===== src/rtl/uart_tx_link.sv =====
// Sending end of the command-line character link: requests characters from the cmdline
// block, buffers them in a small FIFO and serializes them as 8N1 UART frames.
module uart_tx_link #(
  parameter int unsigned CLK_DIV       = 104,
  parameter int unsigned FIFO_AW       = 2,
  parameter int unsigned STROBE_CYCLES = 512,
  parameter int unsigned WAIT_TIMEOUT  = 4096
) (
  input  logic       clock,
  input  logic       reset,
  input  logic [7:0] tx_data,
  input  logic       tx_avail,
  output logic       tx_strobe,
  output logic       uart_txd,
  output logic       busy,
  output logic       overflow
);

  localparam int unsigned Depth   = 2 ** FIFO_AW;
  localparam int unsigned TxCntW  = $clog2(CLK_DIV);
  localparam int unsigned ReqMax  = (STROBE_CYCLES > WAIT_TIMEOUT) ? STROBE_CYCLES : WAIT_TIMEOUT;
  localparam int unsigned ReqCntW = $clog2(ReqMax);

  typedef enum logic [1:0] {RIdle, RStrobe, RWait, RGap} req_state_e;
  typedef enum logic [1:0] {TIdle, TStart, TData, TStop} tx_state_e;

  logic               avail_q;
  logic [7:0]         mem_q [Depth];
  logic [7:0]         mem_d [Depth];
  logic [FIFO_AW-1:0] wr_ptr_q, wr_ptr_d, rd_ptr_q, rd_ptr_d;
  logic [FIFO_AW:0]   count_q, count_d;
  logic               overflow_q, overflow_d;

  req_state_e         req_state_q, req_state_d;
  logic [ReqCntW-1:0] req_cnt_q, req_cnt_d;
  logic               got_q, got_d;
  logic               strobe_q, strobe_d;

  tx_state_e          tx_state_q, tx_state_d;
  logic [TxCntW-1:0]  tx_cnt_q, tx_cnt_d;
  logic [2:0]         bit_idx_q, bit_idx_d;
  logic [7:0]         shift_q, shift_d;
  logic               txd_q, txd_d;
  logic               busy_q, busy_d;

  logic avail_rise, full, empty, wr_en, pop;

  assign avail_rise = tx_avail & ~avail_q;
  assign full       = (count_q == (FIFO_AW + 1)'(Depth));
  assign empty      = (count_q == '0);
  assign wr_en      = avail_rise & ~full;

  always_comb begin
    mem_d      = mem_q;
    wr_ptr_d   = wr_ptr_q;
    rd_ptr_d   = rd_ptr_q;
    count_d    = count_q;
    overflow_d = overflow_q | (avail_rise & full);
    if (wr_en) begin
      mem_d[wr_ptr_q] = tx_data;
      wr_ptr_d        = wr_ptr_q + 1'b1;
    end
    if (pop) begin
      rd_ptr_d = rd_ptr_q + 1'b1;
    end
    case ({wr_en, pop})
      2'b10:   count_d = count_q + 1'b1;
      2'b01:   count_d = count_q - 1'b1;
      default: count_d = count_q;
    endcase
  end

  // A response seen while the strobe is high is remembered so the strobe keeps its full
  // width, then the FSM skips the wait phase and goes straight to the gap.
  always_comb begin
    req_state_d = req_state_q;
    req_cnt_d   = req_cnt_q;
    got_d       = got_q;
    unique case (req_state_q)
      RIdle: begin
        if (!full) begin
          req_state_d = RStrobe;
          req_cnt_d   = ReqCntW'(STROBE_CYCLES - 1);
          got_d       = 1'b0;
        end
      end
      RStrobe: begin
        if (avail_rise) got_d = 1'b1;
        if (req_cnt_q == '0) begin
          if (got_q || avail_rise) begin
            req_state_d = RGap;
            req_cnt_d   = ReqCntW'(STROBE_CYCLES - 1);
          end else begin
            req_state_d = RWait;
            req_cnt_d   = ReqCntW'(WAIT_TIMEOUT - 1);
          end
        end else begin
          req_cnt_d = req_cnt_q - 1'b1;
        end
      end
      RWait: begin
        if (avail_rise || req_cnt_q == '0) begin
          req_state_d = RGap;
          req_cnt_d   = ReqCntW'(STROBE_CYCLES - 1);
        end else begin
          req_cnt_d = req_cnt_q - 1'b1;
        end
      end
      RGap: begin
        if (req_cnt_q == '0) begin
          req_state_d = RIdle;
        end else begin
          req_cnt_d = req_cnt_q - 1'b1;
        end
      end
      default: req_state_d = RIdle;
    endcase
    strobe_d = (req_state_d == RStrobe);
  end

  always_comb begin
    tx_state_d = tx_state_q;
    tx_cnt_d   = tx_cnt_q;
    bit_idx_d  = bit_idx_q;
    shift_d    = shift_q;
    pop        = 1'b0;
    unique case (tx_state_q)
      TIdle: begin
        if (!empty) begin
          pop        = 1'b1;
          shift_d    = mem_q[rd_ptr_q];
          tx_state_d = TStart;
          tx_cnt_d   = TxCntW'(CLK_DIV - 1);
        end
      end
      TStart: begin
        if (tx_cnt_q == '0) begin
          tx_state_d = TData;
          bit_idx_d  = 3'd0;
          tx_cnt_d   = TxCntW'(CLK_DIV - 1);
        end else begin
          tx_cnt_d = tx_cnt_q - 1'b1;
        end
      end
      TData: begin
        if (tx_cnt_q == '0) begin
          tx_cnt_d = TxCntW'(CLK_DIV - 1);
          if (bit_idx_q == 3'd7) begin
            tx_state_d = TStop;
          end else begin
            bit_idx_d = bit_idx_q + 1'b1;
          end
        end else begin
          tx_cnt_d = tx_cnt_q - 1'b1;
        end
      end
      TStop: begin
        if (tx_cnt_q == '0) begin
          tx_state_d = TIdle;
        end else begin
          tx_cnt_d = tx_cnt_q - 1'b1;
        end
      end
      default: tx_state_d = TIdle;
    endcase
    // Line level is derived from the next state so txd comes straight from a flop.
    unique case (tx_state_d)
      TStart:  txd_d = 1'b0;
      TData:   txd_d = shift_d[bit_idx_d];
      default: txd_d = 1'b1;
    endcase
    busy_d = (count_d != '0) | (tx_state_d != TIdle);
  end

  always_ff @(posedge clock) begin
    if (!reset) begin
      avail_q     <= 1'b0;
      mem_q       <= '{default: '0};
      wr_ptr_q    <= '0;
      rd_ptr_q    <= '0;
      count_q     <= '0;
      overflow_q  <= 1'b0;
      req_state_q <= RIdle;
      req_cnt_q   <= '0;
      got_q       <= 1'b0;
      strobe_q    <= 1'b0;
      tx_state_q  <= TIdle;
      tx_cnt_q    <= '0;
      bit_idx_q   <= '0;
      shift_q     <= '0;
      txd_q       <= 1'b1;
      busy_q      <= 1'b0;
    end else begin
      avail_q     <= tx_avail;
      mem_q       <= mem_d;
      wr_ptr_q    <= wr_ptr_d;
      rd_ptr_q    <= rd_ptr_d;
      count_q     <= count_d;
      overflow_q  <= overflow_d;
      req_state_q <= req_state_d;
      req_cnt_q   <= req_cnt_d;
      got_q       <= got_d;
      strobe_q    <= strobe_d;
      tx_state_q  <= tx_state_d;
      tx_cnt_q    <= tx_cnt_d;
      bit_idx_q   <= bit_idx_d;
      shift_q     <= shift_d;
      txd_q       <= txd_d;
      busy_q      <= busy_d;
    end
  end

  assign tx_strobe = strobe_q;
  assign uart_txd  = txd_q;
  assign busy      = busy_q;
  assign overflow  = overflow_q;

endmodule


===== config.mk =====
export PLATFORM = sky130hd
export DESIGN_NAME = uart_tx_link
export DESIGN_NICKNAME = d
export VERILOG_FILES = /design/src/rtl/uart_tx_link.sv
export SDC_FILE = /design/constraint.sdc
export NUM_CORES = 1
export LEC_CHECK = 0
export CORE_MARGIN = 2
export CORE_UTILIZATION = 30
export DETAILED_ROUTE_END_ITERATION = 7
export PLACE_DENSITY = 0.49
export SYNTH_ARGS = -nofsm -noshare
export SYNTH_HDL_FRONTEND = slang
export SYNTH_SLANG_ARGS = --single-unit

===== constraint.sdc =====
create_clock -name clock -period 5.49 [get_ports clock]
set_input_delay 1.098 -clock clock [delete_from_list [all_inputs] [get_ports clock]]
set_output_delay 1.098 -clock clock [all_outputs]
set_load 0.05 [all_outputs]

==> flow_metrics.py <==
metrics = {
    "floorplanning": {
        "start_util": 0.309,
        "core.rowCount": 41,
        "ioPinCount": 15,
        "die_h_um": 118,
        "die_w_um": 118,
        "die_area_um2": 14000,
        "fp.coreArea_um2": 12700,
    },
    "hold_path": {
        "hp-start": "mem_q[9]",
        "hp-class": "reg -> reg",
        "hold_depth": 2,
        "holdPathEnd": "mem_q[9]",
    },
    "job": {
        "drv_cap": 0,
    },
    "logic_synthesis": {
        "synth.distinct_cells": 53,
        "synth.avg_cell_area_um2": 8.43,
        "synth_edf_count": 0,
        "postSynthCellCount": 465,
        "synthDominantCellAreaShare": 0.403,
        "ys_warn_count": 0,
        "synthFlopType": "dfxtp_1",
        "yosys-top-cells-area": "dfxtp_1 40%, a21oi_1 6.8%, nand2_1 5.4%, ha_1 5.1%, nand3_1 4.6%",
        "synth_area_um2": 3920,
        "syn_nets": 493,
        "seq_area_frac_synth": 0.403,
        "synth_seq_cells": 79,
        "synth_top_cell_by_area": "dfxtp_1",
        "async_reset_ff_frac": 0,
    },
    "timing": {
        "rsz0062_at_grt": "false",
        "post-route-period-util": 0.562,
        "setup_viol": 0,
        "slew_viol_final": 0,
        "maxSlewHeadroom": 0.281,
        "holdWs_ns": 0.453,
        "skew_ns": 0.00581,
        "fmax_mhz": 324,
        "fin_crit_ns": 3.09,
        "hold_violations": 0,
        "worstMarginPinSlew_ns": 1.07,
        "fin_tns_setup_ns": 0,
    },
    "layout": {
        "diodes": 0,
        "final_nets": 491,
        "final_core_util": 0.353,
        "area_growth_pct": 14.2,
        "drive_gt1_frac": 0.0705,
        "fill_cells": 1348,
    },
    "worst_setup_path": {
        "cp-start-kind": "primary input",
        "reg2reg_from": "tx_cnt_q[0]",
        "max_stage_delay_ns": 0.49,
        "rr_worst_depth": 11,
        "cp_max_fo": 39,
        "critical_path.most_common_cell": "inv_1",
        "worstSetupPathType": "in -> reg",
        "r2r_slack_ns": 2.57,
        "path_cells": "clkdlybuf4s50_1, nand2b_1, nor2_2, buf_4, inv_1, ha_1, inv_1, fa_1, xor2_1, nor2_1, xnor2_1, a31oi_1",
        "arrival_ns": 3.28,
        "cp_data_required_time_ns": 5.69,
        "cp_slowest_cell": "clkdlybuf4s50_1",
        "r2r_end": "uart_txd",
        "worstSetupEndpointType": "register",
    },
    "global_routing": {
        "grt_antenna_before_repair": 0,
        "grt_first_pass_wirelength_um": 15300,
        "grt_util_met2": 0.221,
        "grt_max_degree": 60,
        "met3_usage": 0.0304,
        "grt-ovfl-total": 0,
        "grt_busiest_layer": "met2",
        "met1_usage": 0.175,
        "first_global_vias": 3060,
        "grt_usage": 0.135,
    },
    "drt": {
        "totalWireLength_um": 9070,
        "first_pass_iters": 4,
        "wl_per_cell_um": 14.2,
        "ant_nets": 0,
        "vias_per_cell": 4.97,
        "drt_iter0_drc": 193,
        "vias": 3181,
        "drcViolationCount": 0,
    },
    "place": {
        "place.port_buffers": 14,
        "routabilityCongestion": 0.824,
        "dp_hpwl_um": 6030,
    },
    "clocking": {
        "clkSinkCount": 79,
        "clock_latency_ns": 0.34,
        "cts_setup_buffers": 0,
        "ctsHoldBuffers": 0,
        "cts_resized": 0,
        "path_clk_slew_ns": 0.06,
        "htreeDepth": 3,
        "cts_buffers": 9,
        "cts_tree": "built",
        "root_buffer": "clkbuf_16",
        "clockBufferDepth": 2,
    },
    "power": {
        "pwr-share-seq": 0.372,
        "power_switching_w": 0.000725,
        "comb_power_share": 0.330,
        "internal_power_w": 0.00127,
        "leakagePower_nw": 1.63,
        "ir_drop_mv": 0.194,
        "p_per_area_nw_per_um2": 445,
        "pwr-share-clk": 0.298,
        "p_sw_frac": 0.364,
    },
    "run_status": {
        "outcome": "complete, no violations",
    },
}
[metrics by stage]
step | power, W | area [um2] | cells | worst slack (ns)
detailed placement | 0.00141 | 4190 | 624 | 2.03
global placement | 0.00139 | 4190 | 624 | 2.06
finish | 0.00199 | 4480 | 640 | 2.40
floorplan | 0.00124 | 3920 | 465 | 2.42
CTS | 0.00201 | 4480 | 640 | 2.39
global route | 0.00213 | 4480 | 640 | 2.19
[power by group through the flow]
stage | clock (W) | sequential, W | combinational [W]
final | 0.000594 | 0.000741 | 0.000657
after detailed placement | 0 | 0.000754 | 0.000656
after global routing | 0.000636 | 0.000754 | 0.000737
after CTS | 0.000609 | 0.000742 | 0.000658
after floorplan | 0 | 0.000740 | 0.000504
after global placement | 0 | 0.000752 | 0.000642
[worst max-delay path, delay by kind of cell]
kind	cells	cell delay, ns
AOI/OAI and AO/OA	1	0.10
xor gates and xnor gates	2	0.32
adders and majority gates	2	0.40
buffers and inverters	4	1.02
and+or+nand+nor	3	0.34
[final cells by class]
cell class / instances / area (um2) / share of cell area
Timing Repair Buffer: 16 / 155 / 0.0346
Tap cell: 172 / 215 / 0.0481
Clock inverter: 5 / 58.8 / 0.0131
Clock buffer: 11 / 233 / 0.0520
Multi-Input combinational cell: 339 / 2170 / 0.484
Sequential cell: 79 / 1580 / 0.353
Inverter: 18 / 67.6 / 0.0151
[placed cells by master, fill, tap and decap left out, types with 8 or more instances in the layout]
cell type        count
a21oi_1             53
clkdlybuf4s50_1     14
nand3_1             36
clkbuf_16            9
o21ai_0             18
mux2i_1             10
a211oi_1             9
inv_1               17
xor2_1              13
nand2_1             56
dfxtp_1             79
nor2_1              45
ha_1                16
mux4_2               8
[synthesized netlist by cell type (all sizes together) (2+ instances only)]
library cell / count
a22oi: 2
a21o: 2
nand2: 56
nand3b: 4
buf: 4
o31ai: 3
ha: 16
a31oi: 3
nor4: 4
nor2: 46
nand3: 36
mux4: 8
a211oi: 10
nor3b: 4
inv: 17
xor2: 13
o211ai: 2
or3: 2
xnor2: 2
nor4b: 3
o311ai: 2
o21a: 2
mux2i: 10
nor3: 5
o21ai: 18
clkbuf: 25
nand2b: 4
a221o: 2
nor2b: 4
and3: 2
dfxtp: 79
a21oi: 53
and2: 7
[worst max-delay path by stage]
stage / from / endpoint / slack, ns / cells after the start
after global placement: tx_avail / busy / 2.06 / 12
final: tx_avail / busy / 2.40 / 12
after detailed placement: tx_avail / busy / 2.03 / 12
after CTS: tx_avail / busy / 2.39 / 12
after global routing: tx_avail / busy / 2.19 / 12
after floorplan: tx_avail / busy / 2.42 / 11
[state kept, by name, indices dropped and copies added (netlist names)]
register / flops
avail_q: 1
wr_ptr_q: 2
tx_strobe: 1
count_q: 3
req_state_q: 2
req_cnt_q: 12
overflow: 1
busy: 1
rd_ptr_q: 2
tx_cnt_q: 7
bit_idx_q: 3
uart_txd: 1
tx_state_q: 2
shift_q: 8
mem_q: 32
got_q: 1
[metal layers]
metal  up-vias  routed length (um)
met2        26                4220
met3        12                 182
met1      1515                4530
li1       1628                   -
met5         -                   0
met4         0                 136
[cell families (layout without fill, tap and decap cells)]
group / count (synthesis) / in the layout / share of synthesized area
simple gates: 182 / 182 / 0.224
compound gates: 106 / 106 / 0.163
flops: 79 / 79 / 0.403
buf+inv: 47 / 50 / 0.0456
mux: 19 / 19 / 0.0744
fa+ha+maj: 17 / 17 / 0.0562
xor+xnor: 15 / 15 / 0.0335
Note: power is estimated with default switching activity, not from simulation.
